`config.mk`:
```
export PLATFORM = sky130hd
export DESIGN_NAME = aes_core_ctrl
export DESIGN_NICKNAME = d
export VERILOG_FILES = /design/src/rtl/aes_core_ctrl.sv
export SDC_FILE = /design/constraint.sdc
export NUM_CORES = 1
export LEC_CHECK = 0
export BUFFER_PORTS_ARGS = -buffer_cell sky130_fd_sc_hd__buf_2
export CORE_AREA = 5 5 206 208
export CTS_CLUSTER_SIZE = 8
export DETAILED_ROUTE_END_ITERATION = 10
export DIE_AREA = 0 0 211 213
export PLACE_DENSITY = 0.51
export SETUP_SLACK_MARGIN = 0.1
export SLEW_MARGIN = 30
export SYNTH_ARGS = -nofsm -noshare
export SYNTH_HDL_FRONTEND = slang
export SYNTH_SLANG_ARGS = --single-unit
```
`constraint.sdc`:
```
create_clock -name clk -period 1.8 [get_ports clk]
set_input_delay 0.36 -clock clk [delete_from_list [all_inputs] [get_ports clk]]
set_output_delay 0.36 -clock clk [all_outputs]
set_load 0.02 [all_outputs]
```
`src/rtl/aes_core_ctrl.sv`:
```
// aes_core_ctrl: valid/ready front end for an AES start/done core, one block in flight.
// Optional WAIT timeout is enabled by defining AES_CTRL_TIMEOUT_EN. When it is enabled,
// the TIMEOUT_CYC parameter also exists.
module aes_core_ctrl #(
  parameter int unsigned CNT_W       = 16
`ifdef AES_CTRL_TIMEOUT_EN
  , parameter int unsigned TIMEOUT_CYC = 32
`endif
) (
  input  logic               clk,
  input  logic               reset,
  input  logic               s_valid,
  output logic               s_ready,
  input  logic [127:0]       s_data,
  input  logic               s_enc_dec,
  output logic               core_start,
  output logic               core_enc_dec,
  output logic [127:0]       core_data_in,
  input  logic [127:0]       core_data_out,
  input  logic               core_done,
  output logic               m_valid,
  input  logic               m_ready,
  output logic [127:0]       m_data,
  output logic               m_err,
  output logic               busy,
  output logic [CNT_W-1:0]   blk_count
);

  typedef enum logic [1:0] {
    ST_IDLE  = 2'd0,
    ST_START = 2'd1,
    ST_WAIT  = 2'd2,
    ST_OUT   = 2'd3
  } state_t;

  state_t state;

`ifdef AES_CTRL_TIMEOUT_EN
  localparam int unsigned TMO_W = $clog2(TIMEOUT_CYC + 1);
  logic [TMO_W-1:0] tmo_cnt;
`endif

  // Ready is decoded from state so it is high in the very first cycle after reset is released.
  assign s_ready = (state == ST_IDLE) && !reset;

`ifndef AES_CTRL_TIMEOUT_EN
  // Without the timeout, every result is a good core result.
  assign m_err = 1'b0;
`endif

  // Control FSM: accept, pulse start, wait for done, hold the result until it is taken.
  always_ff @(posedge clk) begin
    if (reset) begin
      state        <= ST_IDLE;
      core_start   <= 1'b0;
      core_enc_dec <= 1'b0;
      core_data_in <= '0;
      m_valid      <= 1'b0;
      m_data       <= '0;
      busy         <= 1'b0;
      blk_count    <= '0;
`ifdef AES_CTRL_TIMEOUT_EN
      m_err        <= 1'b0;
      tmo_cnt      <= '0;
`endif
    end else begin
      case (state)
        ST_IDLE: begin
          if (s_valid) begin
            core_data_in <= s_data;
            core_enc_dec <= s_enc_dec;
            core_start   <= 1'b1;
            busy         <= 1'b1;
            state        <= ST_START;
          end
        end
        ST_START: begin
          // The start pulse lasts one cycle. A done pulse seen here is ignored.
          core_start <= 1'b0;
`ifdef AES_CTRL_TIMEOUT_EN
          tmo_cnt    <= '0;
`endif
          state      <= ST_WAIT;
        end
        ST_WAIT: begin
          // If done and the timeout land in the same cycle, the done result is used.
          if (core_done) begin
            m_data  <= core_data_out;
            m_valid <= 1'b1;
`ifdef AES_CTRL_TIMEOUT_EN
            m_err   <= 1'b0;
`endif
            state   <= ST_OUT;
          end
`ifdef AES_CTRL_TIMEOUT_EN
          else if (tmo_cnt == TMO_W'(TIMEOUT_CYC - 1)) begin
            m_data  <= '0;
            m_err   <= 1'b1;
            m_valid <= 1'b1;
            state   <= ST_OUT;
          end else begin
            tmo_cnt <= tmo_cnt + TMO_W'(1);
          end
`endif
        end
        ST_OUT: begin
          if (m_ready) begin
            m_valid <= 1'b0;
            busy    <= 1'b0;
            state   <= ST_IDLE;
            if (!m_err) begin
              blk_count <= blk_count + CNT_W'(1);
            end
          end
        end
        default: state <= ST_IDLE;
      endcase
    end
  end

endmodule

```
==> results of run 1 <==
==> cell type report <==
| cell class | count | area [um^2] |
|---|---|---|
| fill | 4345 | 25800 |
| inverter | 4 | 17.5 |
| sequential | 278 | 5570 |
| clock inverter | 2 | 25.0 |
| clock buffer | 41 | 1010 |
| timing repair buffer | 584 | 3290 |
| antenna | 4 | 10.0 |
| tap | 532 | 666 |
| multi-input combinational | 868 | 3930 |
==> cells in the mapped netlist (all sizes together) <==
library cell  number
ha                 6
nor3               4
nand3              8
dfxtp            278
and4               1
conb               1
xnor2              7
buf               34
nor2b              5
nand2            525
a2bb2oi            2
clkbuf            55
or3                2
nor2              23
inv                4
a21oi            262
o21ai              2
and2               2
a31o               1
nor4               3
nand4              3
mux2               3
mux2i              1
nand2b             3
xor2               3
==> state kept, by name, indices dropped and copies added, names as in the netlist <==
signal        cells
core_data_in    128
m_data          128
blk_count        16
state             2
busy              1
core_enc_dec      1
core_start        1
m_valid           1
==> worst reg2reg max path, cell delays in order, from the launching register on <==
cell     delay (ns)
dfxtp_4        0.35
buf_4          0.11
ha_2           0.22
nand3_2        0.12
nor2_1         0.20
nand3_1        0.13
mux2_1         0.32
==> cells by family after synthesis <==
group | after synthesis | share of synthesized area, %
compound gates | 267 | 13.8
xor+xnor | 10 | 0.895
fa+ha+maj | 6 | 0.767
buf+inv | 93 | 3.82
flops | 278 | 56.9
mux | 4 | 0.486
other cells | 1 | 0.0383
simple gates | 579 | 23.4
==> layer usage <==
metal	GRT usage, %	vias to the layer above	part of all wire, %
li1	-	5042	-
met4	4.81	2	2.3
met5	0	-	0.037
met3	6.82	60	11
met2	26.9	419	49
met1	17.4	4712	38
==> path summary, 6_finish.rpt <==
kind | endpoint | slack, ns | start | cells past startpoint
setup / recovery | s_ready | 0.12 | state[0] | 4
hold / removal | m_data[86] | 0.07 | core_data_out[86] | 3
hold reg to reg | core_enc_dec | 0.45 | core_enc_dec | 2
setup reg to reg | blk_count[12] | 0.22 | state[0] | 6
==> power by group <==
group	internal (mW)	switching (mW)
combinational	1.77	3.15
sequential	6.94	0.379
clock	3.94	2.53
==> metrics by stage <==
step                util, %  cell area, um^2  hold WS (ns)  worst slack [ns]  power [mW]
floorplan                 -             9790         0.496             0.205        10.2
detailed placement     33.0            13300         0.440             0.145        12.2
global route           36.0            14500        0.0337            0.0630        19.8
CTS                    35.7            14400        0.0191            0.0570        19.0
global placement       33.0            13300         0.438             0.181        12.2
finish                 36.0            14500        0.0659             0.123        18.7
==> placed cells by master (no fill, tap or decap), drive strengths merged, types with 2 or more instances in the layout <==
master / synthesis / layout
nor3: 4 / 4
xnor2: 7 / 7
diode: 0 / 4
nor4: 3 / 3
nor2: 23 / 23
nand2b: 3 / 3
o21ai: 2 / 2
and2: 2 / 3
dfxtp: 278 / 278
a21oi: 262 / 262
nand2: 525 / 525
buf: 34 / 582
ha: 6 / 6
mux2: 3 / 3
nor2b: 5 / 5
nand4: 3 / 3
a2bb2oi: 2 / 2
inv: 4 / 5
clkbuf: 55 / 43
nand3: 8 / 8
xor2: 3 / 3
or3: 2 / 2
==> what timing repair did <==
item,in CTS,in global routing
gates cloned,0,2
setup endpoints to repair,1,122
pin swaps,1,3
gates resized for setup,9,11
setup buffers,5,1
==> qor.yml, run 1 <==
synth_largest_type_area_fraction_pct: 56.9
critical_path.cell_chain: "inv_4, ha_4, nor2b_4, buf_6"
die_w_um: 211
dp.cells: 2258
chipHeight_um: 213
vias_in_the_first_global_route: 10200
core-area_um2: 40400
cts_buffers: 40
fp-row-count: 74
number_of_synthesis_warnings: 0
cp_max_delay_cell: "dfxtp_4"
report.final.hold_viol_count: 0
cellLeakagePower_nw: 6.65
drc: 0
finalWorstPathRequiredPeriod_ns: 1.68
yosys-top-cells-area: "dfxtp_1, nand2_1, a21oi_1"
outcome: "completed"
netlist_instances: 1238
crit_path_leading_delay_family: "flip-flops"
boundaryPins: 540
cts.reportedPaths.clkPinSlew_ns: 0.05
grt_antenna_before_repair: 3
clock_tree.buffer_depth: 3
layout.cells.non_filler: 2313
post_drt_wl_per_cell_um: 16.4
synthDominantAreaCellType: "dfxtp_1"
cts_hold_buffers: 0
design.die.area_um2: 44900
synthesis.area_um2: 9790
synthToLayoutAreaGrowth_pct: 48.4
synthesis.nets: 1506
place_hpwl_mm: 28.2
skew_ns: 0.0162
grt_pass1_wl_mm: 56.2
numPortBuffers: 538
effective_utilization_at_floorplan_pct: 24.2
clock-root-buffer: "clkbuf_16"
avgViaCountPerCell: 4.42
worstSetupStartpointType: "register"
yosysSeqAreaShare_pct: 56.9
routabilityCongestion: 0.888
rsz_0062_raised_after_global_routing: "yes"
min_path_type: "in2reg"
drt_iter0_markers: 582
synth.distinct_cells: 33
grt_overflow_total: 0
slew_viol_final: 0
worst-endpoint-arrival_ns: 1.32
timing.setup.tns_ns: 0
grt_max_degree: 77
critical_path.endpoint_type: "output port"
worstPathBufferInverterCount: 2
crit_type: "reg2out"
gr-usage-all-layers_pct: 15.6
tritoncts: "done"
postSynthAreaPerCell_um2: 7.91
fin_nets: 2044
timing.critical_path.required_ns: 1.44
fmax_mhz: 596
routed-via-count: 10200
cpPeakStageDelay_ns: 0.35
clk_latency_ns: 0.53
timing.critical_path.fanout_max: 2
max_cap_check_violation_count: 0
drt.antenna.violating_nets: 0
ctsHtreeMaxLevel: 2
drt_pass1_iterations: 5
drive_gt1_share_pct: 36.6
flip_flop_and_latch_count_after_synthesis: 278
layout_worst_path_cycle_share_pct: 93.2
numClockSinks: 278
setup_viol: 0
postRouteWirelength_mm: 38.0
worst_ir_drop_vdd_mv: 0.729
power.density_cell_area_nw_per_um2: 1290
Power figures use the tool's default switching activity.
==> run 2: changes to the inputs <==
ABC_AREA = 1   (was default)
CORE_AREA = 5 5 209 211   (was 5 5 206 208)
DIE_AREA = 0 0 214 216   (was 0 0 211 213)
==> qor.yml, run 2 <==
outcome: "completed"
synth_edf_count: 0
grt_overflow_total: 0
worst_ir_drop_vdd_mv: 0.781
grt_max_degree: 74
numClockSinks: 278
finalWorstPathRequiredPeriod_ns: 1.68
synth.most_common_cell: "nor2_1"
setup_viol: 0
most_used_flip_flop_cell_after_synthesis: "dfxtp_1"
critical_path.endpoint_type: "output port"
cts_buffers: 40
drt.antenna.violating_nets: 0
gr-usage-all-layers_pct: 15.4
synth_top_family_by_area: "simple AND/OR/NAND/NOR gates"
min_path_type: "in2reg"
design.die.area_um2: 46200
core-area_um2: 41600
post_synth_most_frequent_cells: "nor2_1, dfxtp_1, o21ai_0"
synth_largest_type_area_fraction_pct: 55.3
grt_util_met3_pct: 5.24
flip_flop_and_latch_count_after_synthesis: 278
worstSetupStartpointType: "register"
synth_simple_gate_area_share_pct: 22.8
multi_input_logic_area_um2: 3880
hold_slack_ns: 0.0680
synth.distinct_cells: 30
synth_compound_area_share_pct: 14.2
skew_ns: 0.00753
avgViaCountPerCell: 4.31
synthesis.nets: 1546
cp_max_delay_cell: "dfxtp_2"
grt_antenna_before_repair: 6
layout_top_registers: "core_data_in x128, m_data x128, blk_count x16"
drt_pass1_iterations: 5
vias_in_the_first_global_route: 9792
clock_tree.buffer_depth: 3
cellLeakagePower_nw: 6.92
fin_ws_ns: 0.118
pre_cts_ws_ns: 0.0467
drt_iter0_markers: 590
yosys.area_share.xor_xnor_pct: 0.0870
postSynthAreaPerCell_um2: 7.88
netlist_instances: 1278
post_synth_fa_ha_maj_area_fraction_pct: 0.746
grt_pass1_wl_mm: 57.5
fp-row-count: 75
path_common_cell: "inv_2"
place_hpwl_mm: 28.9
synth.mux.area_fraction_pct: 0
synthDominantAreaCellType: "dfxtp_1"
clock-root-buffer: "clkbuf_16"
globalRoute.busiestLayer: "met2"
critical_path.cell_chain: "inv_2, ha_4, inv_2, nor2_4, buf_6"
power.density_cell_area_nw_per_um2: 1550
report.final.hold_viol_count: 0
timing.setup.tns_ns: 0
cts.reportedPaths.clkPinSlew_ns: 0.05
timing.critical_path.required_ns: 1.44
cpPeakStageDelay_ns: 0.32
grt_util_met2_pct: 25.8
crit_type: "reg2out"
boundaryPins: 540
rsz_0062_raised_after_global_routing: "yes"
layout_common_cells: "nor2_1, buf_2, dfxtp_1, o21ai_0, o21ai_1"
yosys-top-cells-area: "dfxtp_1, nor2_1, o21ai_0"
synthesis.area_um2: 10100
nFillCells: 4455
fmax_mhz: 594
regToRegSetupSlack_ns: 0.21
fin_nets: 2076
groute.layer.met1.usage_pct: 18.5
seq_area_um2: 5570
yosysSeqAreaShare_pct: 55.3
clk_latency_ns: 0.52
max_cap_check_violation_count: 0
numPortBuffers: 538
tritoncts: "done"
chipHeight_um: 216
post_drt_wl_per_cell_um: 16.3
routabilityCongestion: 0.875
worst-endpoint-arrival_ns: 1.32
synthToLayoutAreaGrowth_pct: 43.7
leading_cell_type_in_the_layout_fill_and_taps_excluded: "nor2_1"
postSynth.asyncResetShare_pct: 0
ctsHtreeMaxLevel: 2
slew_viol_final: 0
drc: 0
effective_utilization_at_floorplan_pct: 24.2
routed-via-count: 10100
number_of_synthesis_warnings: 0
timing.critical_path.fanout_max: 2
die_w_um: 214
drive_gt1_share_pct: 35.3
layout_worst_path_cycle_share_pct: 93.5
postRouteWirelength_mm: 38.4
[run 2: cell count changes in the layout (fill, tap and decap cells not counted), sizes merged, moves of 5 or more]
cell,change
inv,+20
xnor2,-7
a21oi,-250
nor2b,-5
buf,-7
nor2,+519
o21ai,+268
nand2,-491
[run 2: logic make-up after synthesis]
logic type,count (synthesis)
fa+ha+maj,6
compound gates,285
xor+xnor,1
buf+inv,115
other cells,1
flops,278
simple gates,592
[run 2: critical path, delay by kind of cell, from the launching register on]
| kind | cells | cell delay (ns) |
|---|---|---|
| and+or+nand+nor | 1 | 0.09 |
| DFF | 1 | 0.32 |
| buffers and inverters | 3 | 0.24 |
| adders and majority gates | 1 | 0.15 |
[run 2: stage by stage]
step | cells | util [%] | total power, mW | area [um^2]
2_1_floorplan | 1278 | - | 13.1 | 10100
3_3_place_gp | 2299 | 31.9 | 15.6 | 13300
3_5_place_dp | 2299 | 31.9 | 15.7 | 13300
4_1_cts | 2349 | 34.7 | 22.7 | 14400
5_1_grt | 2353 | 34.8 | 23.9 | 14500
6_report | 2354 | 34.8 | 22.5 | 14500
[run 2: layout make-up]
class / instances / area share (%)
antenna: 4 / 0.0692
clock buffer: 44 / 7.31
clock inverter: 1 / 0.112
inverter: 27 / 0.847
multi-input combinational: 886 / 26.8
sequential: 278 / 38.5
tap: 539 / 4.66
timing repair buffer: 575 / 21.7
[run 2: path summary, 6_finish.rpt]
check                   startpoint               end  cells past startpoint
setup reg to reg          state[0]        m_data[65]                      7
hold reg to reg   core_data_in[82]  core_data_in[82]                      2
setup / recovery          state[1]           s_ready                      5
hold / removal          s_data[20]  core_data_in[20]                      3
[run 2: power by group]
part	total (mW)	switching, mW	internal (mW)
clock network	6.69	2.60	4.09
registers	8.20	0.647	7.55
logic	7.58	5.00	2.58
total	22.5	8.25	14.2
[run 2: per-layer routing]
metal	routed length [um]	vias to the layer above
li1	-	5135
met1	15900	4590
met2	18400	334
met3	2860	73
met4	1220	4
met5	25	-
[run 2: repair_timing]
| item | CTS | global route |
|---|---|---|
| pin swaps | 2 | 2 |
| hold buffers | 0 | 0 |
| setup buffers | 5 | 0 |
| gates resized for setup | 15 | 8 |
| endpoints found under the setup margin | 9 | 122 |
| cloned | 0 | 1 |
